## src/rtl/seq_mem_arbiter.sv

```systemverilog
// ---------------------------------------------------------------------------
// seq_mem_arbiter
//
// Shares the single unified Y86 memory between the SEQ fetch stage (IF,
// instruction reads) and the memory stage (DM, data reads/writes). Each
// requester holds req until it sees a one-cycle ack. One transaction at a
// time is driven onto the registered memory port. If the memory never
// answers, the transaction is aborted with bus_err and all-ones read data.
//
// Parameters:
//   ADDR_W   address width of all address ports
//   DATA_W   data width of all data ports
//   TIMEOUT  BUSY cycles to wait for mem_ack before aborting (2..255)
//
// Ports:
//   CLK, RESET          rising-edge clock, asynchronous active-low reset
//   if_req/if_addr      fetch request and address
//   if_ack/if_rdata     fetch completion pulse and fetched word
//   dm_req/dm_we/dm_addr/dm_wdata
//                       data-stage request, direction, address, write data
//   dm_ack/dm_rdata     data-stage completion pulse and read data
//   bus_err             pulses with the ack of a timed-out transaction
//   mem_req/mem_we/mem_addr/mem_wdata
//                       registered request towards the memory
//   mem_ack/mem_rdata   memory completion pulse and read data
//
// Build option:
//   SEQ_ARB_ROUND_ROBIN_EN  when defined, simultaneous requests alternate
//                           between IF and DM instead of DM always winning.
// ---------------------------------------------------------------------------
module seq_mem_arbiter #(
    parameter int ADDR_W  = 32,
    parameter int DATA_W  = 32,
    parameter int TIMEOUT = 16
) (
    input  logic              CLK,
    input  logic              RESET,
    input  logic              if_req,
    input  logic [ADDR_W-1:0] if_addr,
    output logic              if_ack,
    output logic [DATA_W-1:0] if_rdata,
    input  logic              dm_req,
    input  logic              dm_we,
    input  logic [ADDR_W-1:0] dm_addr,
    input  logic [DATA_W-1:0] dm_wdata,
    output logic              dm_ack,
    output logic [DATA_W-1:0] dm_rdata,
    output logic              bus_err,
    output logic              mem_req,
    output logic              mem_we,
    output logic [ADDR_W-1:0] mem_addr,
    output logic [DATA_W-1:0] mem_wdata,
    input  logic              mem_ack,
    input  logic [DATA_W-1:0] mem_rdata
);

    localparam logic [1:0] IDLE = 2'd0;
    localparam logic [1:0] BUSY = 2'd1;
    localparam logic [1:0] DONE = 2'd2;

    localparam logic OWN_IF = 1'b0;
    localparam logic OWN_DM = 1'b1;

    // Last BUSY cycle before the transaction is abandoned; the counter
    // starts at 0 on grant, so mem_req stays high for TIMEOUT cycles.
    localparam logic [7:0] TIMEOUT_LAST = 8'(TIMEOUT - 1);

    logic [1:0] state;
    logic       own;
    logic [7:0] timeout_cnt;
    logic       grant_dm;
    logic       timeout_hit;

    // Winner selection for the IDLE grant. A lone requester always wins;
    // on a conflict DM wins, or with round-robin the previous non-owner wins
    // (OWN resets to IF, so the first conflict after reset still goes to DM).
    always_comb begin
        grant_dm = 1'b0;
        if (dm_req && if_req) begin
`ifdef SEQ_ARB_ROUND_ROBIN_EN
            grant_dm = (own == OWN_IF);
`else
            grant_dm = 1'b1;
`endif
        end else begin
            grant_dm = dm_req;
        end
    end

    assign timeout_hit = (timeout_cnt == TIMEOUT_LAST);

    // Transaction FSM and all registered outputs. Acks and bus_err are
    // set on the BUSY->DONE transition so they are high for exactly the
    // DONE cycle, and are cleared by default on every other edge.
    // mem_ack outside BUSY falls through untouched, so it is ignored.
    always_ff @(posedge CLK or negedge RESET) begin
        if (!RESET) begin
            state       <= IDLE;
            own         <= OWN_IF;
            timeout_cnt <= '0;
            if_ack      <= 1'b0;
            if_rdata    <= '0;
            dm_ack      <= 1'b0;
            dm_rdata    <= '0;
            bus_err     <= 1'b0;
            mem_req     <= 1'b0;
            mem_we      <= 1'b0;
            mem_addr    <= '0;
            mem_wdata   <= '0;
        end else begin
            if_ack  <= 1'b0;
            dm_ack  <= 1'b0;
            bus_err <= 1'b0;
            case (state)
                IDLE: begin
                    if (if_req || dm_req) begin
                        state       <= BUSY;
                        mem_req     <= 1'b1;
                        timeout_cnt <= '0;
                        if (grant_dm) begin
                            own       <= OWN_DM;
                            mem_we    <= dm_we;
                            mem_addr  <= dm_addr;
                            mem_wdata <= dm_wdata;
                        end else begin
                            own       <= OWN_IF;
                            mem_we    <= 1'b0;
                            mem_addr  <= if_addr;
                            mem_wdata <= '0;
                        end
                    end
                end
                BUSY: begin
                    if (mem_ack) begin
                        mem_req <= 1'b0;
                        state   <= DONE;
                        if (own == OWN_IF) begin
                            if_ack   <= 1'b1;
                            if_rdata <= mem_rdata;
                        end else begin
                            dm_ack <= 1'b1;
                            if (!mem_we) begin
                                dm_rdata <= mem_rdata;
                            end
                        end
                    end else if (timeout_hit) begin
                        mem_req <= 1'b0;
                        state   <= DONE;
                        bus_err <= 1'b1;
                        if (own == OWN_IF) begin
                            if_ack   <= 1'b1;
                            if_rdata <= '1;
                        end else begin
                            dm_ack   <= 1'b1;
                            dm_rdata <= '1;
                        end
                    end else begin
                        timeout_cnt <= timeout_cnt + 8'd1;
                    end
                end
                DONE: begin
                    state <= IDLE;
                end
                default: begin
                    state <= IDLE;
                end
            endcase
        end
    end

endmodule

```

## config.mk

```make
export PLATFORM = sky130hd
export DESIGN_NAME = seq_mem_arbiter
export DESIGN_NICKNAME = d
export VERILOG_FILES = /design/src/rtl/seq_mem_arbiter.sv
export SDC_FILE = /design/constraint.sdc
export NUM_CORES = 1
export LEC_CHECK = 0
export CAP_MARGIN = 40
export CELL_PAD_IN_SITES_DETAIL_PLACEMENT = 0
export CELL_PAD_IN_SITES_GLOBAL_PLACEMENT = 1
export CORE_MARGIN = 5
export CORE_UTILIZATION = 26
export DETAILED_ROUTE_END_ITERATION = 7
export MAX_ROUTING_LAYER = met4
export PLACE_DENSITY_LB_ADDON = 0.1
export SLEW_MARGIN = 20
export SYNTH_ARGS = -nofsm -noshare
export SYNTH_HDL_FRONTEND = slang
export SYNTH_SLANG_ARGS = --single-unit
```

## constraint.sdc

```tcl
create_clock -name CLK -period 2.5 [get_ports CLK]
set_input_delay 0.5 -clock CLK [delete_from_list [all_inputs] [get_ports CLK]]
set_output_delay 0.5 -clock CLK [all_outputs]
set_load 0.01 [all_outputs]
```

# Word-level counts from Yosys, hierarchy flattened
# Cells that the tools add are included.
dict set report word_totals {
  wordCells 69
  latch_bits 0
  ram_bits 0
  mem_bits_ro 0
  out_inout_bits 133
  mem_count 0
  inputBits 134
  reg_bits 144
}
dict set report op_classes {
  mul 0
  shifts 0
  addsub 1
  order_cmp 0
  div 0
  mux 37
  bitwise_logic 1
  n_reduce_logical 11
  eq_ne 7
}
# op n
set ops {}
lappend ops {{$mux W32} 11}
lappend ops {{$mux W8} 3}
lappend ops {{$mux W1} 17}
lappend ops {{$pmux W8 S2} 1}
lappend ops {{$add A8 B1 Y8 const B} 1}
lappend ops {{$eq A8 B4 Y1 const B} 1}
lappend ops {{$ne A2 B2 Y1 const B} 4}
lappend ops {{$reduce_and A4 Y1} 2}
lappend ops {{$mux W2} 3}
lappend ops {{$reduce_and A3 Y1} 2}
lappend ops {{$pmux W2 S2} 1}
lappend ops {{$reduce_and A2 Y1} 2}
lappend ops {{$reduce_bool A2 Y1} 2}
lappend ops {{$ne A3 B3 Y1 const B} 1}
lappend ops {{$eq A2 B1 Y1 const B} 1}
lappend ops {{$logic_not A2 Y1} 1}
lappend ops {{$pmux W1 S2} 1}
lappend ops {{$logic_and A1 B1 Y1} 1}
lappend ops {{$logic_or A1 B1 Y1} 1}
lappend ops {{$not A1 Y1} 1}

# Depth between registers and ports, before layout
dict set report depth {
  ltp_word 4
  mapped_depth 7
  depth_no_buf 5
}

# Least setup slack after synthesis
# Ideal clock, no wire load.
dict set report synth_path {
  path_type {input-to-reg}
  start {input dm_req}
  end {register mem_addr[12]}
  n_path_buf 3
  t_arrival_ps 1734
  cell_stages 6
  setup_slack_ps 684
  path_cell_list {clkbuf_1 o21ai_1 clkbuf_1 clkbuf_1 nand2_1 o21ai_0}
}
dict set report synth_via {
  elab_chain_cells 3
  elab_cells_between_ends 5
  cone_classes {mux (2); reduce/logical (3)}
}
# element line_no
set synth_rtl {}
lappend synth_rtl {{start, declared} 42} ;# input logic dm_req,
lappend synth_rtl {{$logic_and A1 B1 Y1} 79} ;# if (dm_req && if_req) begin
lappend synth_rtl {{$mux W1} 79}
lappend synth_rtl {{$mux W32} 120} ;# if (grant_dm) begin
lappend synth_rtl {{end signal, assigned} 123} ;# mem_addr <= dm_addr;
lappend synth_rtl {{end signal, assigned} 128} ;# mem_addr <= if_addr;
lappend synth_rtl {{end, declared} 51} ;# output logic [ADDR_W-1:0] mem_addr,
# Parallel ways exist; a longest one is shown, timed or not.
# A chain may end at the register's enable or synchronous reset.

# Worst setup path in the final report
dict set report layout_path {
  start {register timeout_cnt[4]}
  end {register if_rdata[25]}
}
dict set report layout_via {
  elab_chain_cells 3
}
# element line_no
set layout_rtl {}
lappend layout_rtl {{start, declared} 70} ;# logic [7:0] timeout_cnt;
lappend layout_rtl {{start signal, assigned} 158} ;# timeout_cnt <= timeout_cnt + 8'd1;
lappend layout_rtl {{$eq A8 B4 Y1} 90} ;# assign timeout_hit = (timeout_cnt == TIMEOUT_LAST);
lappend layout_rtl {{$reduce_bool A2 Y1 (no line)} -}
lappend layout_rtl {{$reduce_and A3 Y1 (no line)} -}
lappend layout_rtl {{end signal, assigned} 139} ;# if_rdata <= mem_rdata;
lappend layout_rtl {{end, declared} 41} ;# output logic [DATA_W-1:0] if_rdata,
# Every way passes these cells.

==> run metrics <==
Arrival @ worst endpoint=~2.3 ns; outcome=completed; largest family of logic cells by synthesized area=compound AO/OA/AOI/OAI gates; port buffer count=between 200 and 300; Post-Synth Adder-Cell Area=0.223%; final antenna-violating net count=0; Synth area leaders=dfrtp_1, o22a_1, mux2i_1, a22o_1, o21ai_0; max-slew violation count=0; fin crit period=approximately 2 ns; Comb power frac=roughly 43%; Internal Power=0.00765 W; Worst Clk Skew=0.00729 ns; cts bufs inserted=17; DIE AREA=roughly 25,000 um^2; final setup fails=0; CP max-delay cell=dfrtp_1; Netlist cell types=40; post-synthesis cell count=~430; Die Wd=157 um; DRT iter0 DRCs=157; Setup CP Type=reg -> reg; largest area contributor in the netlist=dfrtp_1; Slew @ Worst Pin=0.446 ns; layout cell share with drive strength beyond 1=7.05%; I/O pin cnt=around 270; Leakage Power=between 3 and 4 nW; Critical Path Fanout Max=33; final worst setup slack=approximately 0.51 ns; final hold vios=0; clk buf depth=2; part of the Yosys area used for sequential elements=around 64%; fin crit share=79.7%; Synth top area share=between 60% and 70%; delay-heaviest family, CP=simple AND/OR/NAND/NOR gates; Syn Area/Cell=about 13 um^2; GRT Util Overall=between 10 and 15%; Flop pwr share=roughly 36%; routed len/inst=~18 um; Place WS=just under 0.3 ns; net count after synthesis=568; number of flops mapped to enable cells by yosys=0; Crit path largest cell delay=around 0.48 ns; DRT Pass-1 Iters=4; CORE AREA=roughly 21,000 um^2; drt total wl=17.9 mm; num rows=53; simple-gate share of the synthesized area=under 10%; Synth Area in Compound Gates=20.6%; initial antenna violation count=1; P&R area growth vs syn=62.9%; r2r setup slk=a little over 0.5 ns; Clock Pin Slew Worst Setup and Hold Paths=0.06 ns; Buf+Inv Stages, Crit Path=1; first-pass GRT wire length=roughly 27 mm; Startpoint Class=flip-flop; largest net degree at the start of global routing=79; die height=157 um; clock tree sinks=about 140; Yosys warning total=0; maximum VDD drop=approximately 450 uV; Setup Buffers After CTS=0; grt total ovfl=0; post-synthesis xor/xnor area fraction=0%; CTS tree=yes; mux share of post-synthesis cell area=approximately 5.7%; pwr/cell area=approximately 1200 nW/um^2; NetSw=about 0.0037 W; vias per cell=~4.6; asr flop ratio synth=100%; f_max=about 500 MHz; nets=832; synthesized flop and latch total=about 140; Switching Share=approximately a third; Hold Crit Class=reg -> reg; number of global-route vias before repair=between 4,000 and 5,000; Clock power frac=between 20% and 30%; cell area after synthesis=~5600 um^2; # DRC=0; Cell Chain, Critical Path=nor4_1 > a21oi_1 > nor3_4 > buf_4 > o22a_1; Crit. End Element=flip-flop; Clock Latency Late Sink=slightly above 0.4 ns; H-tree levels=4; Slew HR=between 60% and 70%; routability congestion estimate=~0.8; vias=between 4,000 and 5,000; HPWL reported at the end of detailed placement=13.2 mm; Initial Util=approximately a quarter; root buf cell=clkbuf_16; Required @ worst endpoint=2.85 ns; RSZ-0062 raised after global routing=false; max-cap viol count=0; setup TNS=0 ns; Post-synth top flop=dfrtp_1
final timing paths:
check / start / to / cells past startpoint
max in group asynchronous: RESET / mem_wdata[3] / 3
hold / removal: mem_addr[31] / mem_addr[31] / 2
setup / recovery: timeout_cnt[4] / if_rdata[25] / 5
setup reg to reg: timeout_cnt[4] / if_rdata[25] / 5
hold reg to reg: mem_addr[31] / mem_addr[31] / 2
min in group asynchronous: RESET / timeout_cnt[5] / 2
layout make-up:
type	instances	area [um^2]
tap	275	344
timing repair buffer	279	2800
fill	1971	12000
sequential	144	3600
multi-input combinational	250	1840
clock inverter	12	113
antenna	1	2.50
inverter	5	18.8
clock buffer	19	443
registers in the layout (all words and copies together) (netlist names):
signal       cells
own              1
dm_ack           1
mem_addr        32
if_rdata        32
mem_req          1
bus_err          1
dm_rdata        32
mem_wdata       32
timeout_cnt      8
state            2
mem_we           1
if_ack           1
synthesized netlist by cell type, types with 3 or more instances:
cell type,number
a22o_1,33
o21ai_0,37
and3_1,5
nand3_1,5
nand2b_1,3
clkbuf_1,23
o22a_1,64
mux2i_1,32
inv_1,5
buf_8,3
a21oi_1,6
buf_1,3
nand2_1,34
dfrtp_1,144
nor2_1,3
buf_2,3
power by group through the flow:
| stage | sequential (W) | combinational, W | clock [W] |
|---|---|---|---|
| after floorplan | 0.00450 | 0.00161 | 0 |
| after global placement | 0.00407 | 0.00499 | 0 |
| after detailed placement | 0.00408 | 0.00504 | 0 |
| after CTS | 0.00407 | 0.00504 | 0.00245 |
| after global routing | 0.00421 | 0.00532 | 0.00256 |
| final | 0.00406 | 0.00493 | 0.00237 |
per-stage QoR:
step           cell area (um^2)  utilization, %  hold WS (ns)  cells  total power [W]
2_1_floorplan              5620               -         0.204    433          0.00611
3_3_place_gp               8590            40.6         0.432    952          0.00906
3_5_place_dp               8590            40.6         0.434    952          0.00912
4_1_cts                    9150            43.3         0.483    984           0.0116
5_1_grt                    9160            43.3         0.500    985           0.0121
6_report                   9160            43.3         0.475    985           0.0114
cell families after synthesis:
kind of cell	count (synthesis)
fa+ha+maj	1
mux	32
compound gates	152
buf+inv	39
simple gates	65
flops	144
what timing repair did:
| item | in CTS | in global routing |
|---|---|---|
| gates resized for setup | 0 | 0 |
| hold buffers | 1 | 0 |
| hold endpoints to repair | 35 | 0 |
| setup endpoints to repair | 0 | 0 |
routing by layer:
metal | up-vias | share of wire (%) | track usage (%)
li1 | 2144 | - | -
met1 | 2174 | 42 | 17.5
met2 | 187 | 46 | 22.1
met3 | 18 | 10 | 6.16
met4 | 0 | 1.4 | 4.55
met5 | - | 0 | -
cells in the final DEF (no fill, tap or decap), types with 6 or more instances in the layout:
cell type	count
a21oi_1	6
dfrtp_1	144
o22a_1	64
mux2i_1	32
o21ai_0	37
nand2_1	34
clkdlybuf4s50_1	264
clkbuf_16	17
buf_4	9
a22o_1	33
worst register-to-register path: stages (launching register included):
cell     delay, ns
dfrtp_1       0.48
nor4_1        0.47
a21oi_1       0.23
nor3_4        0.15
buf_4         0.37
o22a_1        0.23
No activity file was read; power rests on OpenSTA's default activity.
